===== src/rtl/backend_mux_pkg.sv =====
// Shared constants, state encodings and arithmetic helpers for the backend_mux
// game-logic core and its CPU opponent.
package backend_mux_pkg;

  localparam logic [7:0] DEF_START_HEALTH  = 8'd100;
  localparam logic [7:0] DEF_P1_DAMAGE     = 8'd10;
  localparam logic [7:0] DEF_CPU_DAMAGE    = 8'd8;
  localparam int         DEF_CPU_PERIOD    = 16;
  localparam int         DEF_ATTACK_WINDOW = 4;
  localparam logic [7:0] DEF_LFSR_SEED     = 8'hA5;

  typedef enum logic {
    PLAY,
    GAME_OVER
  } top_state_t;

  typedef enum logic [1:0] {
    CPU_IDLE,
    CPU_ATTACK,
    CPU_BLOCK
  } cpu_state_t;

  // Health never wraps: any damage larger than what is left lands on zero.
  function automatic logic [7:0] sat_sub(input logic [7:0] a, input logic [7:0] b);
    return (a > b) ? (a - b) : 8'd0;
  endfunction

  function automatic logic [7:0] lfsr_step(input logic [7:0] q);
    return {q[6:0], q[7] ^ q[5] ^ q[4] ^ q[3]};
  endfunction

endpackage


===== src/rtl/backend_mux_if.sv =====
// Keyboard command in, health and CPU-attack status out.
interface backend_mux_if;
  logic [3:0] keyboard_input;
  logic [7:0] p1_health_out;
  logic [7:0] cpu_health_out;
  logic       cpu_isAttacking;

  modport master (
    output keyboard_input,
    input  p1_health_out,
    input  cpu_health_out,
    input  cpu_isAttacking
  );

  modport slave (
    input  keyboard_input,
    output p1_health_out,
    output cpu_health_out,
    output cpu_isAttacking
  );
endinterface


===== src/rtl/backend_mux_cpu_ai.sv =====
// CPU opponent: decision counter, LFSR and attack/block window FSM.
// strike_pulse is combinational so the hit lands on the edge that ends the window.
module backend_mux_cpu_ai
  import backend_mux_pkg::*;
#(
  parameter int         CPU_PERIOD    = DEF_CPU_PERIOD,
  parameter int         ATTACK_WINDOW = DEF_ATTACK_WINDOW,
  parameter logic [7:0] LFSR_SEED     = DEF_LFSR_SEED
) (
  input  logic clk,
  input  logic reset,
  input  logic run,
  input  logic run_next,
  output logic cpu_attacking,
  output logic cpu_blocking,
  output logic strike_pulse
);

  localparam int CW = $clog2(CPU_PERIOD + 1);
  localparam int WW = $clog2(ATTACK_WINDOW + 1);
  localparam logic [CW-1:0] CNT_LAST = CW'(CPU_PERIOD - 1);
  localparam logic [WW-1:0] WIN_LAST = WW'(ATTACK_WINDOW - 1);

  cpu_state_t    state_q, state_d;
  logic [CW-1:0] cnt_q, cnt_d;
  logic [WW-1:0] win_q, win_d;
  logic [7:0]    lfsr_q, lfsr_d;
  logic          attacking_q, attacking_d;
  logic          blocking_q, blocking_d;

  always_comb begin
    state_d      = state_q;
    cnt_d        = cnt_q;
    win_d        = win_q;
    lfsr_d       = lfsr_q;
    strike_pulse = 1'b0;
    if (run) begin
      cnt_d = (cnt_q == CNT_LAST) ? '0 : cnt_q + CW'(1);
      case (state_q)
        CPU_IDLE: begin
          if (cnt_q == CNT_LAST) begin
            lfsr_d  = lfsr_step(lfsr_q);
            state_d = lfsr_q[0] ? CPU_ATTACK : CPU_BLOCK;
            win_d   = '0;
          end
        end
        CPU_ATTACK, CPU_BLOCK: begin
          if (win_q == WIN_LAST) begin
            state_d      = CPU_IDLE;
            strike_pulse = (state_q == CPU_ATTACK);
          end else begin
            win_d = win_q + WW'(1);
          end
        end
        default: state_d = CPU_IDLE;
      endcase
    end
    // Flags look one edge ahead so they drop the moment the round ends.
    attacking_d = run_next && (state_d == CPU_ATTACK);
    blocking_d  = run_next && (state_d == CPU_BLOCK);
  end

  always_ff @(posedge clk or negedge reset) begin
    if (!reset) begin
      state_q     <= CPU_IDLE;
      cnt_q       <= '0;
      win_q       <= '0;
      lfsr_q      <= LFSR_SEED;
      attacking_q <= 1'b0;
      blocking_q  <= 1'b0;
    end else begin
      state_q     <= state_d;
      cnt_q       <= cnt_d;
      win_q       <= win_d;
      lfsr_q      <= lfsr_d;
      attacking_q <= attacking_d;
      blocking_q  <= blocking_d;
    end
  end

  assign cpu_attacking = attacking_q;
  assign cpu_blocking  = blocking_q;

endmodule


===== src/rtl/backend_mux.sv =====
// BruteForce game-logic core: player attack/block against the CPU opponent,
// both health registers and the round (PLAY / GAME_OVER) state.
module backend_mux
  import backend_mux_pkg::*;
#(
  parameter logic [7:0] START_HEALTH  = DEF_START_HEALTH,
  parameter logic [7:0] P1_DAMAGE     = DEF_P1_DAMAGE,
  parameter logic [7:0] CPU_DAMAGE    = DEF_CPU_DAMAGE,
  parameter int         CPU_PERIOD    = DEF_CPU_PERIOD,
  parameter int         ATTACK_WINDOW = DEF_ATTACK_WINDOW,
  parameter logic [7:0] LFSR_SEED     = DEF_LFSR_SEED
) (
  input  logic        clk,
  input  logic        reset,
  backend_mux_if.slave bus
);

  top_state_t top_q, top_d;
  logic [7:0] p1_q, p1_d;
  logic [7:0] cpu_q, cpu_d;
  logic       kb0_prev_q, kb0_prev_d;
  logic       run, run_next;
  logic       p1_hit;
  logic       cpu_attacking, cpu_blocking, strike_pulse;
  logic [1:0] unused_kb;

  assign unused_kb = bus.keyboard_input[3:2];

  backend_mux_cpu_ai #(
    .CPU_PERIOD    (CPU_PERIOD),
    .ATTACK_WINDOW (ATTACK_WINDOW),
    .LFSR_SEED     (LFSR_SEED)
  ) u_cpu_ai (
    .clk           (clk),
    .reset         (reset),
    .run           (run),
    .run_next      (run_next),
    .cpu_attacking (cpu_attacking),
    .cpu_blocking  (cpu_blocking),
    .strike_pulse  (strike_pulse)
  );

  always_comb begin
    run        = (top_q == PLAY);
    top_d      = (run && ((p1_q == 8'd0) || (cpu_q == 8'd0))) ? GAME_OVER : top_q;
    run_next   = (top_d == PLAY);
    kb0_prev_d = bus.keyboard_input[0];
    p1_hit     = bus.keyboard_input[0] && !kb0_prev_q;

    cpu_d = cpu_q;
    if (run && p1_hit && !cpu_blocking) begin
      cpu_d = sat_sub(cpu_q, P1_DAMAGE);
    end

    p1_d = p1_q;
    if (run && strike_pulse && !bus.keyboard_input[1]) begin
      p1_d = sat_sub(p1_q, CPU_DAMAGE);
    end
  end

  always_ff @(posedge clk or negedge reset) begin
    if (!reset) begin
      top_q      <= PLAY;
      p1_q       <= START_HEALTH;
      cpu_q      <= START_HEALTH;
      kb0_prev_q <= 1'b0;
    end else begin
      top_q      <= top_d;
      p1_q       <= p1_d;
      cpu_q      <= cpu_d;
      kb0_prev_q <= kb0_prev_d;
    end
  end

  assign bus.p1_health_out   = p1_q;
  assign bus.cpu_health_out  = cpu_q;
  assign bus.cpu_isAttacking = cpu_attacking;

endmodule


===== src/flat_wrapper.sv =====
// flat-port wrapper written by rule: the top's interface ports become plain ports
module backend_mux_flat import backend_mux_pkg::*;
#(
  parameter logic [7:0] START_HEALTH  = DEF_START_HEALTH,
  parameter logic [7:0] P1_DAMAGE     = DEF_P1_DAMAGE,
  parameter logic [7:0] CPU_DAMAGE    = DEF_CPU_DAMAGE,
  parameter int         CPU_PERIOD    = DEF_CPU_PERIOD,
  parameter int         ATTACK_WINDOW = DEF_ATTACK_WINDOW,
  parameter logic [7:0] LFSR_SEED     = DEF_LFSR_SEED
)
  (clk, reset, bus_keyboard_input, bus_p1_health_out, bus_cpu_health_out, bus_cpu_isAttacking);
  backend_mux_if bus_i ();
  input  logic clk;
  input  logic reset;
  input wire logic [$bits(bus_i.keyboard_input)-1:0] bus_keyboard_input;
  output wire logic [$bits(bus_i.p1_health_out)-1:0] bus_p1_health_out;
  output wire logic [$bits(bus_i.cpu_health_out)-1:0] bus_cpu_health_out;
  output wire logic [$bits(bus_i.cpu_isAttacking)-1:0] bus_cpu_isAttacking;
  assign bus_i.keyboard_input = bus_keyboard_input;
  assign bus_p1_health_out = bus_i.p1_health_out;
  assign bus_cpu_health_out = bus_i.cpu_health_out;
  assign bus_cpu_isAttacking = bus_i.cpu_isAttacking;
  backend_mux #(.START_HEALTH(START_HEALTH), .P1_DAMAGE(P1_DAMAGE), .CPU_DAMAGE(CPU_DAMAGE), .CPU_PERIOD(CPU_PERIOD), .ATTACK_WINDOW(ATTACK_WINDOW), .LFSR_SEED(LFSR_SEED)) u_core (.clk(clk), .reset(reset), .bus(bus_i));
endmodule

===== config.mk =====
export PLATFORM = sky130hd
export DESIGN_NAME = backend_mux_flat
export DESIGN_NICKNAME = d
export VERILOG_FILES = /design/src/rtl/backend_mux_pkg.sv /design/src/rtl/backend_mux_if.sv /design/src/rtl/backend_mux_cpu_ai.sv /design/src/rtl/backend_mux.sv /design/src/flat_wrapper.sv
export SDC_FILE = /design/constraint.sdc
export NUM_CORES = 1
export LEC_CHECK = 0
export ABC_CLOCK_PERIOD_IN_PS = 2300
export CAP_MARGIN = 40
export CORE_MARGIN = 4
export CORE_UTILIZATION = 46
export DETAILED_ROUTE_END_ITERATION = 8
export PLACE_DENSITY = 0.69
export SLEW_MARGIN = 15
export SYNTH_ARGS = -nofsm -noshare
export SYNTH_HDL_FRONTEND = slang
export SYNTH_SLANG_ARGS = --single-unit

===== constraint.sdc =====
create_clock -name clk -period 2.3 [get_ports clk]
set_clock_uncertainty 0.2 [all_clocks]
set_input_delay 0.345 -clock clk [delete_from_list [all_inputs] [get_ports clk]]
set_output_delay 0.345 -clock clk [all_outputs]
set_load 0.05 [all_outputs]

==> impl_metrics.tcl <==
set metrics [dict create \
    timing.critical_path.slowest_stage_cell "sky130_fd_sc_hd__clkdlybuf4s50_1" \
    relSlewSlack_pct 66.1 \
    antenna-diode-count 0 \
    synthesis.instances 157 \
    place.gp.congestion 0.797 \
    detail_route.vias_per_cell 5.51 \
    clkTransAtPathRegs_ns 0.07 \
    synthDistinctLibCells 41 \
    hold_slack_ns 0.271 \
    cts.sinks 35 \
    first_global_vias 1218 \
    worst-path-stages 1 \
    synthDominantAreaCellType "sky130_fd_sc_hd__dfrtp_1" \
    synth.cells.most_frequent "sky130_fd_sc_hd__dfrtp_1, sky130_fd_sc_hd__nand2_1, sky130_fd_sc_hd__inv_1, sky130_fd_sc_hd__dfstp_2, sky130_fd_sc_hd__mux2_2" \
    detail_route.wirelength_um 3230 \
    critical_path.startpoint_type "register" \
    worst-path-buf-inv 1 \
    core_rows 21 \
    design.final.nets 200 \
    grt_start_max_net_pins 36 \
    syn-cell-area_um2 1720 \
    final.fill_count 291 \
    period_share_pct 97.3 \
    remaining_drc_errors 0 \
    synth_edf_count 0 \
    seq_area_frac_synth_pct 51.7 \
    finalCriticalPeriod_ns 2.24 \
    vias 1283 \
    seq_power_share_pct 42.5 \
    synth_top_flop_cell "sky130_fd_sc_hd__dfrtp_1" \
    crit_arrival_ns 1.69 \
    setup_viol_count_final 0 \
    finalNonFillerCells 233 \
    rsz0062_at_grt "false" \
    max_clock_freq_mhz 447 \
    netsw_mw 0.863 \
    yosysWarningCount 0 \
    fin_setup_tns_ns 0 \
    cts_tree "built" \
    critical_path.max_fanout 7 \
    synth.avg_cell_area_um2 10.9 \
    clock_path_buffers 2 \
    initial_core_util_pct 49.5 \
    placed_cell_area_um2 1990 \
    clkPwrFrac_pct 19.9 \
    async_reset_ff_share_pct 100 \
    critical_path_class "reg -> out" \
    drtIter0Drc 105 \
    multi_input_comb_area_um2 757 \
    grt.met2_usage_pct 24.3 \
    path_cells "clkdlybuf4s50_1" \
    clockRootBuffer "sky130_fd_sc_hd__clkbuf_8" \
    grt_util_met3_pct 5.38 \
    placed_cells_incl_taps 225 \
    ys_top_cells_by_area "sky130_fd_sc_hd__dfrtp_1, sky130_fd_sc_hd__dfstp_2, sky130_fd_sc_hd__mux2_2, sky130_fd_sc_hd__ha_1, sky130_fd_sc_hd__nand2_1" \
    die-height_um 69.1 \
    timing.critical_path.required_ns 1.75 \
    yosys_register_bits 35 \
    post_synthesis_to_final_layout_area_growth_pct 20.5 \
    portBuffers 17 \
    critPathTopFamily "buffers and inverters" \
    post-cts-setup-buffer-count 0 \
    die_w_um 69.1 \
    worstSetupEndpointType "output port" \
    first_pass_iters 4 \
    p_int_mw 1.31 \
    sequential_cell_area_um2 888 \
    cts.repair.resized 0 \
    drtAntennaViolNets 0 \
    stdcell_area_um2 2070 \
    dieArea_um2 4780 \
    worstSkewPairLatency_ns 0.29 \
    finalHoldViolCount 0 \
    status "completed" \
    synth.top_cell.area_share_pct 36.4 \
    grt_antenna_before_repair 0 \
    worstMarginPinSlew_ns 0.507 \
    crit_path_max_incr_delay_ns 0.82 \
    synth_most_common_cell "sky130_fd_sc_hd__dfrtp_1" \
    core-area_um2 3470 \
    worst-r2r-cell-count 7 \
    static-leakage-power_nw 0.959 \
    peakVddDrop_v 0.000536 \
    switching_share_pct 39.7 \
    cts_inserted_buffers 5 \
    holdBufCountCts 0 \
    global_route_wire_length_before_repair_um 5640 \
    ios 23 \
    track_usage_pct 14.6 \
    power.combinational.fraction_pct 37.6 \
    cellPowerDensity_nw_per_um2 1050 \
    dp.final_hpwl_um 2360 \
    cts.htree.levels 2 \
    cap_viol_max_count 0 \
    drive_gt1_share_pct 20.3 \
    use_met1_pct 17.2 \
    timing.final.max_slew_violations 0 \
    grt_remaining_overflow 0 \
    grt-busiest-layer "met2" \
    final_util_pct 59.7 \
    hold_path.class "in -> async" \
    post_drt_wl_per_cell_um 13.8 \
]
## logic make-up after synthesis
family                   Yosys count  synth area share [%]
flip-flops                        35                  51.7
AND/OR/NAND/NOR                   48                  14.8
XOR/XNOR                           4                  2.04
adder cells (fa/ha/maj)            8                  5.83
buffers and inverters             18                  4.66
multiplexers                      12                  7.79
AO/OA/AOI/OAI                     31                  13.0
other                              1                 0.218
## per-stage QoR
stage	power, mW	setup slack [ns]
after floorplan	1.48	0.186
after global placement	1.71	-0.0625
after detailed placement	1.75	-0.117
after CTS	2.19	0.0494
after global routing	2.33	0.0106
final	2.17	0.0612
## state kept, by name (all words and copies together) (netlist names)
signal,count
u_core.bus.cpu_health_out,7
u_core.u_cpu_ai.lfsr_q,8
u_core.u_cpu_ai.cpu_attacking,1
u_core.bus.p1_health_out,6
u_core.kb0_prev_q,1
u_core.u_cpu_ai.win_q,3
u_core.top_q,1
u_core.u_cpu_ai.state_q,2
u_core.u_cpu_ai.cpu_blocking,1
u_core.u_cpu_ai.cnt_q,5
## routing by layer
metal / vias to the layer above / wire length [um] / share of wire [%]
met5: - / 0 / 0
met4: 0 / 52 / 1.6
met3: 6 / 142 / 4.4
met2: 25 / 1590 / 49
met1: 632 / 1450 / 45
li1: 620 / - / -
## layout by cell type (no fill, tap or decap), drive strengths merged, types with 2 or more instances in the layout
cell,instances
dfrtp,25
clkdlybuf4s50,17
nand2,14
inv,12
mux2,11
dfstp,10
buf,9
nor2,8
ha,8
o21ai,6
nor3,5
a21oi,5
clkbuf,5
xnor2,4
o31ai,4
a21o,4
nand2b,3
a22o,3
nor4,3
or4,3
or3,3
conb,3
clkinv,3
and3,2
o41ai,2
## power by group through the flow
| stage | combinational (mW) | sequential [mW] | clock [mW] |
|---|---|---|---|
| global placement | 0.793 | 0.918 | 0 |
| floorplan | 0.403 | 1.08 | 0 |
| detailed placement | 0.821 | 0.933 | 0 |
| CTS | 0.824 | 0.923 | 0.443 |
| finish | 0.817 | 0.923 | 0.431 |
| global route | 0.899 | 0.951 | 0.476 |
## cell type report
cell class / count / area share (%)
repair buffers: 26 / 11.5
clock inverters: 3 / 0.726
well taps: 46 / 2.78
inverters: 12 / 2.18
clock buffers: 5 / 3.33
multi-input cells: 106 / 36.6
flip-flops and latches: 35 / 42.9
## final timing paths
check / start / end / slack [ns]
worst max-delay path: u_core.bus.cpu_health_out[5] / bus_cpu_health_out[5] / 0.06
worst min-delay path: reset / u_core.bus.cpu_health_out[7] / 0.27
worst max register to register: u_core.u_cpu_ai.state_q[0] / u_core.bus.p1_health_out[6] / 0.16
worst min register to register: u_core.bus.p1_health_out[2] / u_core.bus.p1_health_out[2] / 0.30
max in group asynchronous: reset / u_core.u_cpu_ai.lfsr_q[0] / 1.29
min in group clk: u_core.bus.p1_health_out[2] / u_core.bus.p1_health_out[2] / 0.30
(Power assumes the default switching activity.)
